[src/rtl/addsub_pkg.sv]
// Shared types and constants for the add/subtract arbiter slice.
package addsub_pkg;

  localparam int W = 4;

  localparam logic OP_ADD = 1'b0;
  localparam logic OP_SUB = 1'b1;

  typedef enum logic [1:0] {
    IDLE = 2'd0,
    EXEC = 2'd1,
    RESP = 2'd2
  } state_t;

endpackage

[src/rtl/addsub_arbiter_if.sv]
// Request/response bundle between the two requesters, the arbiter and the result consumer.
interface addsub_arbiter_if #(
  parameter int W = 4
);
  logic [1:0] req_valid;
  logic [1:0] req_ready;
  logic [W-1:0] a0;
  logic [W-1:0] b0;
  logic mode0;
  logic [W-1:0] a1;
  logic [W-1:0] b1;
  logic mode1;
  logic rsp_valid;
  logic rsp_ready;
  logic rsp_id;
  logic [W:0] rsp_result;
  logic busy;

  modport master (
    output req_valid, a0, b0, mode0, a1, b1, mode1, rsp_ready,
    input  req_ready, rsp_valid, rsp_id, rsp_result, busy
  );

  modport slave (
    input  req_valid, a0, b0, mode0, a1, b1, mode1, rsp_ready,
    output req_ready, rsp_valid, rsp_id, rsp_result, busy
  );
endinterface

[src/rtl/addsub4.sv]
// Combinational W-bit ripple add/subtract; in subtract mode bit W is the sign of a-b.
module addsub4 #(
  parameter int W = 4
) (
  input  logic [W-1:0] a,
  input  logic [W-1:0] b,
  input  logic         mode,
  output logic [W:0]   result
);
  logic [W:0]   carry;
  logic [W-1:0] b_x;
  logic [W-1:0] sum;

  // Subtract is a + ~b + 1: invert b and inject the +1 as carry-in.
  assign carry[0] = mode;
  assign b_x      = b ^ {W{mode}};

  for (genvar i = 0; i < W; i++) begin : g_bit
    full_adder u_fa (
      .a    (a[i]),
      .b    (b_x[i]),
      .cin  (carry[i]),
      .sum  (sum[i]),
      .cout (carry[i+1])
    );
  end

  assign result = {carry[W] ^ mode, sum};
endmodule

[src/rtl/full_adder.sv]
// One-bit full adder cell used to build the ripple datapath.
module full_adder (
  input  logic a,
  input  logic b,
  input  logic cin,
  output logic sum,
  output logic cout
);
  assign sum  = a ^ b ^ cin;
  assign cout = (a & b) | (cin & (a ^ b));
endmodule

[src/rtl/addsub_arbiter.sv]
// Round-robin arbiter that sequences two requesters through one shared add/subtract unit.
module addsub_arbiter
  import addsub_pkg::*;
#(
  parameter int W = addsub_pkg::W
) (
  input  logic       clk,
  input  logic       reset,
  addsub_arbiter_if.slave bus
);
  state_t       state_q;
  state_t       state_d;
  logic         last_grant_q;
  logic         gnt;
  logic         accept;
  logic [1:0]   req_ready;

  logic [W-1:0] a_p0;
  logic [W-1:0] b_p0;
  logic         mode_p0;
  logic         id_p0;
  logic [W:0]   sum_p0;

  logic [W:0]   rsp_result_p1;
  logic         rsp_id_p1;
  logic         rsp_valid_p1;

  // Grant depends only on req_valid and state, never on operands.
  always_comb begin
    state_d   = state_q;
    gnt       = 1'b0;
    req_ready = 2'b00;
    accept    = 1'b0;
    unique case (state_q)
      IDLE: begin
        unique case (bus.req_valid)
          2'b01:   gnt = 1'b0;
          2'b10:   gnt = 1'b1;
          2'b11:   gnt = ~last_grant_q;
          default: gnt = 1'b0;
        endcase
        if (|bus.req_valid) begin
          accept    = 1'b1;
          req_ready = gnt ? 2'b10 : 2'b01;
          state_d   = EXEC;
        end
      end
      EXEC: state_d = RESP;
      RESP: if (bus.rsp_ready) state_d = IDLE;
      default: state_d = IDLE;
    endcase
  end

  // Stage p0: operand register loaded on accept
  always_ff @(posedge clk) begin
    if (reset) begin
      state_q      <= IDLE;
      last_grant_q <= 1'b1;
      a_p0         <= '0;
      b_p0         <= '0;
      mode_p0      <= 1'b0;
      id_p0        <= 1'b0;
    end else begin
      state_q <= state_d;
      if (accept) begin
        a_p0    <= gnt ? bus.a1 : bus.a0;
        b_p0    <= gnt ? bus.b1 : bus.b0;
        mode_p0 <= gnt ? bus.mode1 : bus.mode0;
        id_p0   <= gnt;
      end
      if (state_q == EXEC) last_grant_q <= id_p0;
    end
  end

  addsub4 #(.W(W)) u_addsub (
    .a      (a_p0),
    .b      (b_p0),
    .mode   (mode_p0),
    .result (sum_p0)
  );

  // Stage p1: registered response, held until the consumer takes it
  always_ff @(posedge clk) begin
    if (reset) begin
      rsp_result_p1 <= '0;
      rsp_id_p1     <= 1'b0;
      rsp_valid_p1  <= 1'b0;
    end else if (state_q == EXEC) begin
      rsp_result_p1 <= sum_p0;
      rsp_id_p1     <= id_p0;
      rsp_valid_p1  <= 1'b1;
    end else if (state_q == RESP && bus.rsp_ready) begin
      rsp_valid_p1  <= 1'b0;
    end
  end

  assign bus.req_ready  = req_ready;
  assign bus.rsp_valid  = rsp_valid_p1;
  assign bus.rsp_result = rsp_result_p1;
  assign bus.rsp_id     = rsp_id_p1;
  assign bus.busy       = (state_q != IDLE);
endmodule

[src/flat_wrapper.sv]
// flat-port wrapper written by rule: the top's interface ports become plain ports
module addsub_arbiter_flat import addsub_pkg::*;
#(
  parameter int W = addsub_pkg::W
)
  (clk, reset, bus_req_valid, bus_a0, bus_b0, bus_mode0, bus_a1, bus_b1, bus_mode1, bus_rsp_ready, bus_req_ready, bus_rsp_valid, bus_rsp_id, bus_rsp_result, bus_busy);
  addsub_arbiter_if #(.W(W)) bus_i ();
  input  logic clk;
  input  logic reset;
  input wire logic [$bits(bus_i.req_valid)-1:0] bus_req_valid;
  input wire logic [$bits(bus_i.a0)-1:0] bus_a0;
  input wire logic [$bits(bus_i.b0)-1:0] bus_b0;
  input wire logic [$bits(bus_i.mode0)-1:0] bus_mode0;
  input wire logic [$bits(bus_i.a1)-1:0] bus_a1;
  input wire logic [$bits(bus_i.b1)-1:0] bus_b1;
  input wire logic [$bits(bus_i.mode1)-1:0] bus_mode1;
  input wire logic [$bits(bus_i.rsp_ready)-1:0] bus_rsp_ready;
  output wire logic [$bits(bus_i.req_ready)-1:0] bus_req_ready;
  output wire logic [$bits(bus_i.rsp_valid)-1:0] bus_rsp_valid;
  output wire logic [$bits(bus_i.rsp_id)-1:0] bus_rsp_id;
  output wire logic [$bits(bus_i.rsp_result)-1:0] bus_rsp_result;
  output wire logic [$bits(bus_i.busy)-1:0] bus_busy;
  assign bus_i.req_valid = bus_req_valid;
  assign bus_i.a0 = bus_a0;
  assign bus_i.b0 = bus_b0;
  assign bus_i.mode0 = bus_mode0;
  assign bus_i.a1 = bus_a1;
  assign bus_i.b1 = bus_b1;
  assign bus_i.mode1 = bus_mode1;
  assign bus_i.rsp_ready = bus_rsp_ready;
  assign bus_req_ready = bus_i.req_ready;
  assign bus_rsp_valid = bus_i.rsp_valid;
  assign bus_rsp_id = bus_i.rsp_id;
  assign bus_rsp_result = bus_i.rsp_result;
  assign bus_busy = bus_i.busy;
  addsub_arbiter #(.W(W)) u_core (.clk(clk), .reset(reset), .bus(bus_i));
endmodule
[config.mk]
export PLATFORM = sky130hd
export DESIGN_NAME = addsub_arbiter_flat
export DESIGN_NICKNAME = d
export VERILOG_FILES = /design/src/rtl/addsub_pkg.sv /design/src/rtl/addsub_arbiter_if.sv /design/src/rtl/addsub4.sv /design/src/rtl/full_adder.sv /design/src/rtl/addsub_arbiter.sv /design/src/flat_wrapper.sv
export SDC_FILE = /design/constraint.sdc
export NUM_CORES = 1
export LEC_CHECK = 0
export ABC_AREA = 1
export CORE_MARGIN = 2
export CORE_UTILIZATION = 46
export DETAILED_ROUTE_END_ITERATION = 10
export HOLD_SLACK_MARGIN = 0.03
export PLACE_DENSITY = 0.78
export SLEW_MARGIN = 5
export SYNTH_ARGS = -nofsm -noshare
export SYNTH_HDL_FRONTEND = slang
export SYNTH_SLANG_ARGS = --single-unit
[constraint.sdc]
create_clock -name clk -period 2.8 [get_ports clk]
set_clock_uncertainty 0.05 [all_clocks]
set_input_delay 0.42 -clock clk [delete_from_list [all_inputs] [get_ports clk]]
set_output_delay 0.42 -clock clk [all_outputs]
set_load 0.01 [all_outputs]
==> metrics, run 1 <==
htree depth 1; total of max-cap violations 0; Reg-to-Reg End u_core.bus.rsp_result[4]; number of iterations in the first detailed-routing pass 4; Routed Antenna Nets 0; post-CTS resize count 0; Worst Path Required 2.33 ns; IO buf count 32; post-synth top area share 35.7%; Pwr per Cell Area 496 nW/um^2; Crit Path Class input port to output pin; gpl congestion 0.773; vias in the first global route 899; first-pass GRT wire length 3820 um; RSZ-0062 raised after global routing false; Hold Path Class flip-flop to flip-flop; outcome completed; Synth area leaders dfxtp_1 (36%), nand3_2 (8.9%), inv_1 (8.7%); yosys warns 0; Tmin final 2.50 ns; hold buffers post-CTS 0; Rel. slew slack 73.8%; pin count of the biggest net entering global routing 16; clock root buffer clkbuf_4; clk buf depth 2; Seq cells post-synth 20; DR iter-0 viols 11; Worst VDD drop 0.337 mV; Sum Neg Setup Slack 0 ns; Cell variety after synth 22; Register Area 400 um^2; Post-Syn Nets 170; worst slew pin tran 0.392 ns; total clock sinks 20; nets 201; I/O Pins 33; M1 GR Usage 23.5%; Synth Instances 144; Reg2Reg Setup Slack 0.65 ns; clock-pin slew on the worst setup and hold paths 0.11 ns; Die Ht 53.4 um; Residual DRC 0; worst skew pair latency 0.30 ns; RR Startpoint u_core.mode_p0; dominant cell type by area after synthesis dfxtp_1; post-layout util 65.0%; final hold vios 0; critical path arrival 2.03 ns; CP endpoint bus_req_ready[1]; Synth-to-Final Area Change 30.7%; FF-to-FF path depth 7; die span in x 53.4 um; CTS Buf Count 3; Die ar. 2850 um^2; antenna violations before repair 0; final antenna diode count 0; crit end category output pin; Initial Util 49.8%; Max Freq 400 MHz; static leakage 0.678 nW; Core Region 2250 um^2; FILL cells 221; vias 976; sequential area share after synthesis 35.7%; Worst Setup SP bus_req_valid[0]; Critical Path Fanout Max 11; Post-Syn Area 1120 um^2; Post-Syn Area per Cell 7.79 um^2; gr ovfl total 0; Final Setup Violations 0; row cnt 17; WL/cell 11.1 um; final wirelength 2250 um; Slew Viols, Final 0; vias per inst 4.83; met3 GRT Util 1.13%; gr busiest metal met2; final worst-path cycle share 89.4%; CTS tree yes; Post-CTS Setup Repair Bufs 0; gr usage total 18.6%; met2 usage 30.7%; DP Wirelength 1780 um; multi-input gate area in the final layout 558 um^2; nature of the critical path startpoint input port; layout cells sized above 1 12.6%
==> kinds of logic (layout without fill, tap and decap cells) <==
logic type      after synthesis  count (layout)  share of synthesized area, %
buf+inv                      36              66                          14.6
fa+ha+maj                     3               3                          5.35
xor+xnor                      4               4                          3.12
compound gates               14              14                          6.24
simple gates                 67              67                          35.0
flops                        20              20                          35.7
==> cells in the mapped netlist <==
cell,number
a21oi_1,9
buf_2,2
buf_4,1
buf_6,3
clkbuf_1,1
dfxtp_1,20
fa_1,3
inv_1,26
inv_2,3
nand2_1,26
nand2_4,1
nand3_1,11
nand3_2,10
nand3b_1,1
nand4_1,9
nor2_1,6
nor2_4,2
nor2_8,1
o21ai_0,1
o21ai_1,4
xnor2_1,2
xor2_1,2
==> final cells by class <==
class                   instances  share of cell area [%]
clock buffers                   4                    2.47
flip-flops and latches         20                    27.3
well taps                      28                    2.39
inverters                      29                    7.42
multi-input cells              88                    38.1
repair buffers                 33                    22.4
==> how the worst min path moves through the flow <==
stage,depth (start not counted),start,endpoint
floorplan,2,u_core.last_grant_q,u_core.last_grant_q
global placement,2,u_core.bus.rsp_valid,u_core.bus.rsp_valid
detailed placement,2,u_core.bus.rsp_valid,u_core.bus.rsp_valid
CTS,2,u_core.bus.rsp_valid,u_core.bus.rsp_valid
global route,2,u_core.b_p0[1],u_core.b_p0[1]
finish,2,u_core.bus.rsp_valid,u_core.bus.rsp_valid
==> worst max-delay path, cell delays in order <==
cell and delay [ns]:
clkdlybuf4s50_1 0.42, nand2_1 0.29, nand3_2 0.26, inv_1 0.11, clkdlybuf4s50_1 0.54
==> flip-flops by register name, summed over array words and instances (netlist names) <==
name	cells
u_core.bus.rsp_valid	1
u_core.b_p0	4
u_core.bus.rsp_id	1
u_core.mode_p0	1
u_core.bus.rsp_result	5
u_core.state_q	2
u_core.a_p0	4
u_core.last_grant_q	1
u_core.id_p0	1
==> placed cells by master (no fill, tap or decap) <==
master / n
a21oi_1: 9
buf_4: 1
clkbuf_4: 3
clkbuf_8: 1
clkdlybuf4s50_1: 32
dfxtp_1: 20
fa_1: 3
inv_1: 26
inv_2: 3
nand2_1: 26
nand2_4: 1
nand3_1: 11
nand3_2: 10
nand3b_1: 1
nand4_1: 9
nor2_1: 6
nor2_4: 2
nor2_8: 1
o21ai_0: 1
o21ai_1: 4
xnor2_1: 2
xor2_1: 2
==> layer usage <==
layer	part of all wire, %	wire, um	vias up
li1	-	-	515
met1	47	1060	424
met2	46	1040	33
met3	4.6	103	4
met4	2.2	50	0
met5	0	0	-
==> through the flow <==
stage | setup slack [ns] | instance area, um^2 | instances | hold slack (ns) | power [W]
2_1_floorplan | 0.804 | 1120 | 144 | 0.379 | 0.000489
3_3_place_gp | 0.371 | 1430 | 198 | 0.398 | 0.000560
3_5_place_dp | 0.303 | 1430 | 198 | 0.405 | 0.000567
4_1_cts | 0.299 | 1470 | 202 | 0.422 | 0.000731
5_1_grt | 0.165 | 1470 | 202 | 0.452 | 0.000775
6_report | 0.297 | 1470 | 202 | 0.420 | 0.000727
==> report_power, final <==
group	internal, W	switching [W]
combinational	0.000106	0.000112
sequential	0.000316	0.0000259
clock	0.0000793	0.0000879
total	0.000501	0.000226
Note: power is estimated with default switching activity, not from simulation.
==> run 2: changes to the inputs <==
Settings changed: CORE_ASPECT_RATIO set to 1.1.
==> run 2 against run 1 <==
Against the previous run:
- sequential share of layout area rose by 0.070 points
- power decreased by 5.8%
- core utilization is 0.74 points lower
- critical path depth rose by 1
- non-clock buffer count up 1
- cell count grew 0.99%
- sequential cell count stayed put
- wire length down 6.4%
- die area hardly changed
- worst hold slack got worse by 0.0048 ns
- register-to-register slack about the same
- first-iteration DRC count increased by 55%
- critical path type unchanged
- critical endpoint is now bus_req_ready[0]
- largest power group unchanged
==> metrics, run 2 (synthesized netlist as in run 1, its figures left out) <==
final worst-path cycle share 86.0% (-3.4 points); Synth-to-Final Area Change 30.3%; routed wl met2 1050 um (+1.3%); gpl congestion 0.784 (+1.4%); met3 WL 77 um (-25%); DP Wirelength 1710 um (-4.4%); CTS Buf Count 3 (unchanged); logic gate share of total power 31.8% (+1.8 points); Hold Path Class flip-flop to flip-flop; RR Startpoint u_core.mode_p0; CP delay by family, top buffers and inverters; DR iter-0 viols 17 (+6); hold buffers post-CTS 0 (unchanged); htree depth 1 (unchanged); Routed Antenna Nets 0 (unchanged); Reg power frac 49.7% (+2.7 points); number of iterations in the first detailed-routing pass 4 (unchanged); outcome completed; Max Freq 415 MHz (+3.9%); CTS tree yes; CP dominant cell by count clkdlybuf4s50_1; Initial Util 49.3% (-0.44 points); met1 WL 926 um (-12%); clk buf depth 2 (unchanged); Die Ht 55.8 um (+4.5%); max reg flops 5 (unchanged); worst hold start u_core.bus.rsp_id; Residual DRC 0 (unchanged); crit path buf inv count 3 (unchanged); Reg-to-Reg End u_core.bus.rsp_result[4]; Int Power 0.000473 W (-5.6%); Core Region 2270 um^2 (+0.89%); clock power share 18.5% (-4.5 points); Slew Viols, Final 0 (unchanged); Net Sw Frac 31.0% (-0.12 points); final hold vios 0 (unchanged); vias 941 (-3.6%); gr ovfl total 0 (unchanged); first-pass GRT wire length 3570 um (-6.3%); FILL cells 209 (-5.4%); row cnt 18 (+1); Setup WS pre-CTS 0.416 ns (+0.113 ns); die span in x 51.1 um (-4.3%); Crit Path Class input port to output pin; crit end category output pin; I/O Pins 33 (unchanged); final antenna diode count 0 (unchanged); worst slew pin tran 0.363 ns (-0.0297 ns); static leakage 0.675 nW (-0.41%); Tmin final 2.41 ns (-0.0950 ns); critical path arrival 1.94 ns (-0.09 ns); switching pwr 0.000212 W (-6.1%); vias in the first global route 860 (-4.3%); worst skew pair latency 0.29 ns (about the same); Final Setup Violations 0 (unchanged); most common cell after layout, fill and taps aside clkdlybuf4s50_1; Critical Path Stages 6 (+1); Sum Neg Setup Slack 0 ns (unchanged); nature of the critical path startpoint input port; cells along the critical path clkdlybuf4s50_1 > inv_1 > nand2_1 > nand2_4 > a21oi_1 > clkdlybuf4s50_1; CP peak stage delay 0.56 ns (+0.02 ns); Worst Path Required 2.33 ns (about the same); Post-CTS Setup Repair Bufs 0 (unchanged); Reg2Reg Setup Slack 0.66 ns (about the same); Die ar. 2850 um^2 (about the same); layout cells sized above 1 12.6% (unchanged); Worst VDD drop 0.271 mV (-19%); Critical Path Fanout Max 12 (+1); total clock sinks 20 (unchanged); nets 202 (+0.50%); IO buf count 32 (unchanged); gr usage total 16.6% (-2.0 points); final wirelength 2110 um (-6.4%); total of max-cap violations 0 (unchanged); commonest cells after routing, fill and taps aside clkdlybuf4s50_1 (32), inv_1 (26), nand2_1 (26), dfxtp_1 (20), nand3_1 (11); Hold EP u_core.bus.rsp_id; Pwr per Cell Area 468 nW/um^2 (-5.5%); Worst Setup SP bus_req_valid[1]; vias per inst 4.61 (-4.5%); RSZ-0062 raised after global routing false; antenna violations before repair 0 (unchanged); pin count of the biggest net entering global routing 16 (unchanged); FF-to-FF path depth 7 (unchanged); Rel. slew slack 75.7% (+2.0 points); Worst Slack Setup Final 0.392 ns (+0.0950 ns); Top Metal Used met4; slowest CP cell clkdlybuf4s50_1; post-CTS resize count 0 (unchanged); clock root buffer clkbuf_4; hold depth 2 (unchanged); WL/cell 10.3 um (-7.3%); clock-pin slew on the worst setup and hold paths 0.10 ns (about the same)
==> run 2: tightest hold or removal path, cell delays in order, from the launching register on <==
cell and delay [ns]:
dfxtp_1 0.32, nand2_1 0.06, a21oi_1 0.05
==> run 2: cell type report <==
cell class	instances	area, um^2	share of cell area [%]
Multi-Input combinational cell	88	558	38.2
Sequential cell	20	400	27.4
Timing Repair Buffer	34	335	22.9
Inverter	29	109	7.44
Tap cell	30	37.5	2.57
Clock buffer	3	22.5	1.54
==> run 2: metal layers <==
| metal | up-vias | GRT usage, % |
|---|---|---|
| li1 | 517 | - |
| met1 | 395 | 19.0 |
| met2 | 25 | 27.8 |
| met3 | 4 | 2.69 |
| met4 | 0 | 11.2 |
| met5 | - | 0 |
==> run 2: how the worst max path moves through the flow <==
stage,end,slack [ns]
CTS,bus_req_ready[0],0.40
global placement,bus_req_ready[0],0.43
finish,bus_req_ready[0],0.39
detailed placement,bus_req_ready[0],0.42
floorplan,u_core.bus.rsp_result[4],0.80
global route,bus_req_ready[0],0.31
==> run 2: power by group through the flow <==
| stage | Clock, W | Sequential, W | Combinational (W) |
|---|---|---|---|
| floorplan | 0 | 0.000346 | 0.000143 |
| global placement | 0 | 0.000346 | 0.000215 |
| detailed placement | 0 | 0.000348 | 0.000218 |
| CTS | 0.000131 | 0.000341 | 0.000220 |
| global route | 0.000140 | 0.000345 | 0.000243 |
| finish | 0.000127 | 0.000341 | 0.000218 |
==> run 2: stage by stage <==
stage	area [um^2]	cells	hold slack [ns]	utilization (%)	total power, W
6_report	1460	204	0.415	64.3	0.000685
5_1_grt	1460	204	0.456	64.3	0.000728
4_1_cts	1460	204	0.420	64.3	0.000692
3_5_place_dp	1440	201	0.404	63.3	0.000566
3_3_place_gp	1440	201	0.398	63.3	0.000561
2_1_floorplan	1120	144	0.379	-	0.000489
